==> src/rtl/cache_repl_unit.sv <==
// Per-set replacement state (true LRU by age permutation, or tree pseudo-LRU) with a registered victim lookup.
// Define CACHE_REPL_LOCK_EN to add the per-way victim_lock_mask input and the victim_none flag.

module cache_repl_set #(
    parameter int WAYS    = 4,
    parameter int WAYS_W  = 2,
    parameter int POLICY  = 0,
    parameter int STATE_W = (POLICY == 0) ? WAYS * WAYS_W : WAYS - 1
) (
    input  logic               clock,
    input  logic               reset,
    input  logic               upd_en,
    input  logic [WAYS_W-1:0]  upd_way,
    input  logic               inv_en,
    input  logic [WAYS_W-1:0]  inv_way,
    output logic [STATE_W-1:0] state
);

    generate
        if (POLICY == 0) begin : g_age
            logic [WAYS-1:0][WAYS_W-1:0] age_q, age_mid, age_d;

            // Invalidate is applied first so a same-cycle touch always wins.
            always_comb begin
                age_mid = age_q;
                if (inv_en) begin
                    for (int v = 0; v < WAYS; v++)
                        if (age_q[v] > age_q[inv_way]) age_mid[v] = age_q[v] - 1'b1;
                    age_mid[inv_way] = WAYS_W'(WAYS - 1);
                end
                age_d = age_mid;
                if (upd_en) begin
                    for (int v = 0; v < WAYS; v++)
                        if (age_mid[v] < age_mid[upd_way]) age_d[v] = age_mid[v] + 1'b1;
                    age_d[upd_way] = '0;
                end
            end

            always_ff @(posedge clock or negedge reset) begin
                if (!reset) begin
                    for (int w = 0; w < WAYS; w++) age_q[w] <= WAYS_W'(WAYS - 1 - w);
                end else begin
                    age_q <= age_d;
                end
            end

            assign state = age_q;
        end else begin : g_tree
            // Heap-ordered node bits: node n has children 2n+1 (bit=0) and 2n+2 (bit=1).
            logic [WAYS-2:0] tree_q, tree_mid, tree_d;

            always_comb begin
                tree_mid = tree_q;
                if (inv_en)
                    for (int l = 0; l < WAYS_W; l++)
                        for (int k = 0; k < (1 << l); k++)
                            if (int'(inv_way >> (WAYS_W - l)) == k)
                                tree_mid[(1 << l) - 1 + k] = inv_way[WAYS_W-1-l];
                tree_d = tree_mid;
                if (upd_en)
                    for (int l = 0; l < WAYS_W; l++)
                        for (int k = 0; k < (1 << l); k++)
                            if (int'(upd_way >> (WAYS_W - l)) == k)
                                tree_d[(1 << l) - 1 + k] = ~upd_way[WAYS_W-1-l];
            end

            always_ff @(posedge clock or negedge reset) begin
                if (!reset) tree_q <= '0;
                else        tree_q <= tree_d;
            end

            assign state = tree_q;
        end
    endgenerate

endmodule

module cache_repl_unit #(
    parameter int NUM_SET        = 64,
    parameter int WAYS_PER_SET   = 4,
    parameter int POLICY         = 0,
    parameter int NUM_SET_W      = $clog2(NUM_SET),
    parameter int WAYS_PER_SET_W = $clog2(WAYS_PER_SET)
) (
    input  logic                      clock,
    input  logic                      reset,
    input  logic                      victim_req,
    input  logic [NUM_SET_W-1:0]      victim_set,
    input  logic [WAYS_PER_SET-1:0]   victim_valid_mask,
`ifdef CACHE_REPL_LOCK_EN
    input  logic [WAYS_PER_SET-1:0]   victim_lock_mask,
`endif
    output logic                      victim_valid,
    output logic [WAYS_PER_SET_W-1:0] victim_way,
    output logic                      victim_none,
    input  logic                      update_req,
    input  logic [NUM_SET_W-1:0]      update_set,
    input  logic [WAYS_PER_SET_W-1:0] update_way,
    input  logic                      inval_req,
    input  logic [NUM_SET_W-1:0]      inval_set,
    input  logic [WAYS_PER_SET_W-1:0] inval_way
);

    localparam int WAYS    = WAYS_PER_SET;
    localparam int W       = WAYS_PER_SET_W;
    localparam int STATE_W = (POLICY == 0) ? WAYS * W : WAYS - 1;

    logic [NUM_SET-1:0][STATE_W-1:0] set_state;
    logic [STATE_W-1:0]              sel_state;
    logic                            inv_hit;
    logic [W-1:0]                    inv_sel;
    logic [W-1:0]                    pol_way;
    logic                            valid_q;
    logic [W-1:0]                    way_q;
`ifdef CACHE_REPL_LOCK_EN
    logic                            pol_none;
    logic                            none_q;
`endif

    generate
        for (genvar s = 0; s < NUM_SET; s++) begin : g_set
            cache_repl_set #(
                .WAYS   (WAYS),
                .WAYS_W (W),
                .POLICY (POLICY)
            ) u_set (
                .clock   (clock),
                .reset   (reset),
                .upd_en  (update_req && (update_set == NUM_SET_W'(s))),
                .upd_way (update_way),
                .inv_en  (inval_req && (inval_set == NUM_SET_W'(s))),
                .inv_way (inval_way),
                .state   (set_state[s])
            );
        end
    endgenerate

    // Registered state only: a same-cycle update/inval is not visible to this lookup.
    assign sel_state = set_state[victim_set];

    always_comb begin
        inv_hit = 1'b0;
        inv_sel = '0;
        for (int v = WAYS - 1; v >= 0; v--)
            if (!victim_valid_mask[v]) begin
                inv_hit = 1'b1;
                inv_sel = W'(v);
            end
    end

    generate
        if (POLICY == 0) begin : g_lru_pick
            logic [WAYS-1:0][W-1:0] age;
            logic [W-1:0]           best;
            assign age = sel_state;

            always_comb begin
                pol_way = '0;
                best    = '0;
`ifdef CACHE_REPL_LOCK_EN
                pol_none = 1'b1;
                for (int v = 0; v < WAYS; v++)
                    if (!victim_lock_mask[v] && (pol_none || age[v] > best)) begin
                        pol_none = 1'b0;
                        best     = age[v];
                        pol_way  = W'(v);
                    end
`else
                for (int v = 0; v < WAYS; v++)
                    if (age[v] >= best) begin
                        best    = age[v];
                        pol_way = W'(v);
                    end
`endif
            end
        end else begin : g_plru_pick
            logic [W-1:0] ptr;

            // Resolve the pointed leaf MSB-first; each level picks the node named by the bits so far.
            always_comb begin
                ptr = '0;
                for (int l = 0; l < W; l++)
                    for (int k = 0; k < (1 << l); k++)
                        if (int'(ptr >> (W - l)) == k)
                            ptr[W-1-l] = sel_state[(1 << l) - 1 + k];
                pol_way = ptr;
`ifdef CACHE_REPL_LOCK_EN
                pol_none = &victim_lock_mask;
                if (victim_lock_mask[ptr]) begin
                    pol_way = '0;
                    for (int v = WAYS - 1; v >= 0; v--)
                        if (!victim_lock_mask[v]) pol_way = W'(v);
                end
`endif
            end
        end
    endgenerate

    always_ff @(posedge clock or negedge reset) begin
        if (!reset) begin
            valid_q <= 1'b0;
            way_q   <= '0;
`ifdef CACHE_REPL_LOCK_EN
            none_q  <= 1'b0;
`endif
        end else begin
            valid_q <= victim_req;
            if (victim_req) begin
                way_q  <= inv_hit ? inv_sel : pol_way;
`ifdef CACHE_REPL_LOCK_EN
                none_q <= !inv_hit && pol_none;
`endif
            end
        end
    end

    assign victim_valid = valid_q;
    assign victim_way   = way_q;
`ifdef CACHE_REPL_LOCK_EN
    assign victim_none  = none_q;
`else
    assign victim_none  = 1'b0;
`endif

endmodule

==> config.mk <==
export PLATFORM = sky130hd
export DESIGN_NAME = cache_repl_unit
export DESIGN_NICKNAME = d
export VERILOG_FILES = /design/src/rtl/cache_repl_unit.sv
export SDC_FILE = /design/constraint.sdc
export NUM_CORES = 2
export LEC_CHECK = 0
export BUFFER_PORTS_ARGS = -buffer_cell sky130_fd_sc_hd__buf_2
export CAP_MARGIN = 20
export CORE_MARGIN = 2
export CORE_UTILIZATION = 35
export CTS_BUF_LIST = sky130_fd_sc_hd__clkbuf_8 sky130_fd_sc_hd__clkbuf_16
export CTS_CLUSTER_SIZE = 25
export DETAILED_ROUTE_END_ITERATION = 8
export PLACE_DENSITY_LB_ADDON = 0.12
export SLEW_MARGIN = 20
export SYNTH_ARGS = -nofsm -noshare
export SYNTH_HDL_FRONTEND = slang
export SYNTH_SLANG_ARGS = --single-unit
==> constraint.sdc <==
create_clock -name clock -period 4.9 [get_ports clock]
set_input_delay 1.225 -clock clock [delete_from_list [all_inputs] [get_ports clock]]
set_output_delay 1.225 -clock clock [all_outputs]
set_load 0.01 [all_outputs]
## Word level (Yosys, flattened, before mapping)

Cells that the tools add are included.

| word-level totals | value |
|---|---|
| register bits | 515 |
| input port bits | 31 |
| output and inout port bits | 4 |
| word-level logic and storage cells | 3,107 |

| operators by class | value |
|---|---|
| add/subtract/negate cells | 512 |
| order comparisons | 521 |
| eq/ne operators | 126 |
| mux-type cells | 1,429 |
| bitwise gates (word level) | 129 |
| reductions and logical operators | 132 |

Operator list:

| cell | count |
|---|---|
| 2-to-1 mux 2 bit | 1,164 |
| 2-to-1 mux 8 bit | 129 |
| adder 2 x 1 -> 2 bit (second input constant) | 256 |
| AND 8 bit | 64 |
| binary-select mux 2 bit (select 2 bit) | 128 |
| > comparator 2 bit | 256 |
| less-than comparator 2 bit | 256 |
| OR 8 bit | 64 |
| subtractor 2 x 1 -> 2 bit (second input constant) | 256 |
| == test 6 bit (second input constant) | 64 |
| == test 6 x 5 -> 1 bit (second input constant) | 32 |
| logical AND 1 bit | 130 |
| == test 6 x 4 -> 1 bit (second input constant) | 16 |
| binary-select mux 8 bit (select 6 bit) | 1 |
| == test 6 x 3 -> 1 bit (second input constant) | 8 |
| == test 6 x 2 -> 1 bit (second input constant) | 4 |
| == test 6 x 1 -> 1 bit (second input constant) | 2 |
| zero test 6 bit | 2 |
| demux 2 bit (select 2 bit) | 2 |
| NOT 8 bit | 1 |
| less-than comparator 6 x 7 -> 1 bit (second input constant) | 1 |
| greater-or-equal comparator 2 x 1 -> 1 bit (second input constant) | 3 |
| greater-or-equal comparator 2 bit | 3 |
| less-than comparator 2 x 3 -> 1 bit (second input constant) | 2 |
| 2-to-1 mux 1 bit | 5 |

## Depth between registers and ports, before layout

| logic depth | value |
|---|---|
| depth after elaboration | 14 |
| depth in mapped cells | 27 |
| mapped depth without buffers | 23 |

## Modules after synthesis

From an unflattened synthesis, not the netlist that was laid out.

| second synthesis, totals | value |
|---|---|
| cell total of the unflattened synthesis | 8,516 |
| area total of the unflattened synthesis | 71,159.5 µm² |

By module, submodules not included:

| module | instances | cells an instance | area each (µm²) | seq. area each (µm²) |
|---|---|---|---|---|
| cache_repl_set (g_set[38].u_set ...) | 31 | 125 | 1,046.0 | 205.2 |
| cache_repl_set (g_set[0].u_set ...) | 30 | 125 | 1,011.0 | 205.2 |
| cache_repl_unit | 1 | 523 | 5,326.4 | 75.1 |
| cache_repl_set (g_set[37].u_set ...) | 2 | 125 | 1,043.5 | 205.2 |
| cache_repl_set (g_set[9].u_set) | 1 | 118 | 991.0 | 205.2 |

## Least setup slack after synthesis

OpenSTA, ideal clock, no wires.

| path | value |
|---|---|
| kind | input-to-reg |
| start | input port victim_set[0] |
| end | register way_q[0] (netlist: victim_way[0]) |
| setup time | 129 ps |
| arrival time | 6,054 ps |
| path slack | -1,283 ps |
| stages | 23 |
| cells stage by stage | buf_2 -> buf_1 -> clkbuf_1 -> mux4_2 -> mux4_2 -> mux4_2 -> inv_1 -> ha_1 -> o21bai_1 -> inv_1 -> o211ai_1 -> o21ai_0 -> ha_1 -> nand2b_1 -> a21o_1 -> a31oi_1 -> a22oi_1 -> ha_1 -> o21ai_0 -> and3b_1 -> o21ai_0 -> a21boi_0 -> o22ai_1 |

| between the ends | value |
|---|---|
| word-level cells in the longest chain between the ends | 11 |
| elaborated cells between the ends (all ways) | 13 |
| classes of those cells | order compare: 4; mux: 9 |

Ends and longest elaborated chain:

| what | line | RTL |
|---|---|---|
| start: declaration | 88 | `input logic [NUM_SET_W-1:0] victim_set,` |
| binary-select mux 8 bit (select 6 bit) (*) | 139 | `assign sel_state = set_state[victim_set];` |
| 2-to-1 mux 8 bit (not written as such) (*) | 139 |  |
| greater-or-equal comparator 2 x 1 -> 1 bit | 170 | `if (age[v] >= best) begin` |
| 2-to-1 mux 2 bit | 170 |  |
| greater-or-equal comparator 2 bit | 170 |  |
| 2-to-1 mux 2 bit | 170 |  |
| greater-or-equal comparator 2 bit | 170 |  |
| 2-to-1 mux 2 bit | 170 |  |
| greater-or-equal comparator 2 bit | 170 |  |
| 2-to-1 mux 2 bit (*) | 170 |  |
| 2-to-1 mux 2 bit (*) | 209 | `way_q <= inv_hit ? inv_sel : pol_way;` |
| end signal: assignment | 209 |  |
| end: declaration | 114 | `logic [W-1:0] way_q;` |

Mark *: on every way between the ends. The rest lies on a longest branch, timed or not. The select of a mux whose other input is x is not followed.
A chain may end at the register's enable or synchronous reset.

## Worst setup path after layout

| path | value |
|---|---|
| start | input port victim_set[1] |
| end | register way_q[0] (netlist: victim_way[0]) |

The elaborated chain is that of the path after synthesis.

==> flow_summary_export.csv <==
group,metric,value,unit
floorplanning,num_io_pins,35,
worst_setup_path,reg2reg_depth,24,
power_and_ir_drop,p_switching,0.00468,W
floorplanning,die_height,447,um
worst_setup_path,end_kind,"register",
sta,worst_slew_pin_slew,1020,ps
logic_synthesis,synthesis.area,68700,um2
detailed_routing,drt_wl_total,323000,um
cts,numCtsBuffers,81,
floorplanning,start_util,35.2,%
detailed_routing,vias,74000,
detailed_routing,wl_per_cell,27.3,um
power_and_ir_drop,cellLeakagePower,36.4,nW
detailed_routing,vias_per_cell,6.25,
logic_synthesis,async_flop_share,100,%
power_and_ir_drop,combPwrFrac,24.5,%
placement,hpwl,244000,um
global_route,grt_pass1_wl,475000,um
final_layout,nets,9947,
worst_setup_path,worstSetupPathType,"in2reg",
cts,clkTransAtPathRegs,60,ps
logic_synthesis,syn_area_per_cell,8.84,um2
job,max-cap-violations,0,
sta,fin_skew,44.0,ps
detailed_routing,final_antenna_net_count,0,
placement,place_congestion,0.968,
final_layout,final_layout_size_suffix_gt1_share,30.5,%
worst_setup_path,arrival,5730,ps
global_route,grt-ovfl-total,0,
logic_synthesis,ys_top_cells_by_count,"ha_1, nand2_1, nor2_1",
logic_synthesis,synth_top_cell_area_share,14.1,%
cts,clkLatencyLatePin,740,ps
outcome,violations,"setup timing",
logic_synthesis,synth_top_flop_cell,"dfrtp_1",
final_layout,final_core_utilization,45.4,%
logic_synthesis,synth_most_common_cell,"ha_1",
global_route,grtUsageTotal,31.7,%
floorplanning,dieArea,200000,um2
global_route,grt_pass1_vias,71400,
power_and_ir_drop,clockPowerShare,43.2,%
sta,rsz0062_at_grt,"true",
detailed_routing,dr.first_iter.drc_count,6530,
logic_synthesis,synth_cells,7774,
logic_synthesis,yosys_warnings,0,
placement,placement.io_buffers,33,
floorplanning,rows,162,
detailed_routing,dr.pass1.iters,9,
final_layout,areaGrowthSynthToFinish,28.8,%
power_and_ir_drop,intPower,0.00911,W
power_and_ir_drop,power_density,156,nW/um2
cts,cts_hold_buf,0,
cts,h-tree-depth,3,
outcome,run_status,"finished with violations",
cts,cts_tree,"yes",
logic_synthesis,ys_types,73,
sta,slew_violations,0,
power_and_ir_drop,p_seq_share,32.4,%
worst_setup_path,cp.required,5560,ps
placement,dp.cells,11700,
detailed_routing,drc,0,
floorplanning,core,195000,um2
sta,fmax,197,MHz
sta,hold_violations,0,
global_route,antenna_found_initial,24,
floorplanning,die_width,447,um
worst_setup_path,path_max_fanout,9,
power_and_ir_drop,ir_drop,269,uV
sta,slew-limit-headroom,31.6,%
cts,clockRootBuffer,"clkbuf_16",
cts,clock_sinks,515,
sta,finalCritPeriodShare,103,%
min_path,min_path_type,"in2async",
logic_synthesis,synth.top_cells.by_area,"ha_1, mux4_2, dfstp_2",
logic_synthesis,ys_ff_latch,515,
sta,fin_setup_tns,-324,ps
global_route,grt_max_degree,110,
sta,whs,494,ps
logic_synthesis,synth-seq-area-share,19.2,%
cts,clockBufferDepth,3,
logic_synthesis,synth_edf_count,0,
power_and_ir_drop,p_sw_share,33.9,%
sta,finalWorstSetupSlack,-171,ps
logic_synthesis,synth_top_area_cell,"ha_1",
final_layout,fin_cells,11800,
sta,finalSetupViolCount,2,
logic_synthesis,synth_nets,8581,
sta,period_needed,5070,ps
worst_setup_path,start_kind,"input pin",
-- sequential cells by signal, indices dropped and copies added, names as in the netlist --
signal	count
g_set.u_set.state	512
victim_valid	1
victim_way	2
-- worst paths after layout --
check	to	slack (ps)	start
min in group clock	victim_way[1]	700	victim_way[1]
min reg2reg	victim_way[1]	700	victim_way[1]
max	victim_way[0]	-170	victim_set[1]
min	g_set[18].u_set.state[6]	490	reset
max reg2reg	victim_way[0]	210	g_set[53].u_set.state[3]
max in group asynchronous	g_set[35].u_set.state[2]	3060	reset
-- power groups by stage --
| stage | Combinational (W) | Clock, W | Sequential (W) |
|---|---|---|---|
| floorplan | 0.00169 | 0 | 0.00446 |
| global placement | 0.00316 | 0 | 0.00453 |
| detailed placement | 0.00323 | 0 | 0.00452 |
| CTS | 0.00331 | 0.00608 | 0.00446 |
| global route | 0.00360 | 0.00621 | 0.00446 |
| finish | 0.00338 | 0.00596 | 0.00446 |
-- cell families (layout without fill, tap and decap cells) --
group           Yosys count  in the layout  synth area share, %
compound gates         2400           2400                 24.3
fa+ha+maj               776            776                 14.1
buf+inv                 905           2335                 5.07
flops                   515            515                 19.2
mux                     699            699                 17.3
other cells               1             14              0.00546
simple gates           2478           2478                 19.9
-- layout by cell type (no fill, tap or decap), types with 199 or more instances in the layout --
master / instances
buf_4: 1548
ha_1: 767
nand2_1: 591
inv_1: 493
nor2_1: 488
o21a_1: 433
o21ai_0: 426
mux4_2: 392
a21oi_1: 342
mux2i_1: 301
nor2b_1: 266
dfrtp_1: 259
dfstp_2: 256
or4_1: 254
a311oi_1: 235
nor4_1: 216
a22o_1: 208
o41ai_1: 199
-- area by class of cell --
cell class                      instances  area (um2)
Multi-Input combinational cell       6354       53100
Clock buffer                           99        2300
Fill cell                           18900      106000
Sequential cell                       515       13200
Timing Repair Buffer                 1715       14600
Clock inverter                         48         246
Inverter                              473        1780
Antenna cell                           13        32.5
Tap cell                             2624        3280
-- per-stage QoR --
step,total power [W],worst slack (ps),cell area [um2]
CTS,0.0138,-92.1,88400
finish,0.0138,-171,88500
global route,0.0143,-272,88500
floorplan,0.00615,-458,70000
global placement,0.00768,-1160,85500
detailed placement,0.00775,-1090,85500
-- worst max-delay path, cell delays in order --
cell and delay (ps):
buf_16 140, buf_12 140, buf_12 130, buf_12 140
mux4_2 350, mux4_2 520, mux4_2 520, inv_2 90
ha_4 200, o21bai_4 140, inv_2 60, buf_4 120
buf_4 120, buf_4 120, buf_4 120, buf_4 120
buf_4 120, buf_4 120, buf_4 130, buf_4 120
buf_4 120, buf_4 120, buf_4 120, buf_4 120
buf_4 130, o21ai_1 130, a21boi_1 80, o22ai_1 130
-- routing by layer --
| layer | up-vias | GRT usage (%) | part of all wire (%) |
|---|---|---|---|
| met4 | 0 | 15.2 | 5.6 |
| met2 | 2790 | 50.8 | 45 |
| met3 | 660 | 4.73 | 6.8 |
| li1 | 33400 | - | - |
| met5 | - | 0 | 0 |
| met1 | 37100 | 41.5 | 42 |
-- what timing repair did --
action,4_1_cts,5_1_grt
resized for setup,12,11
pin swaps,2,2
cloned,3,0
setup endpoints to repair,2,2
buffers inserted,22,0
No activity file was read; power rests on OpenSTA's default activity.
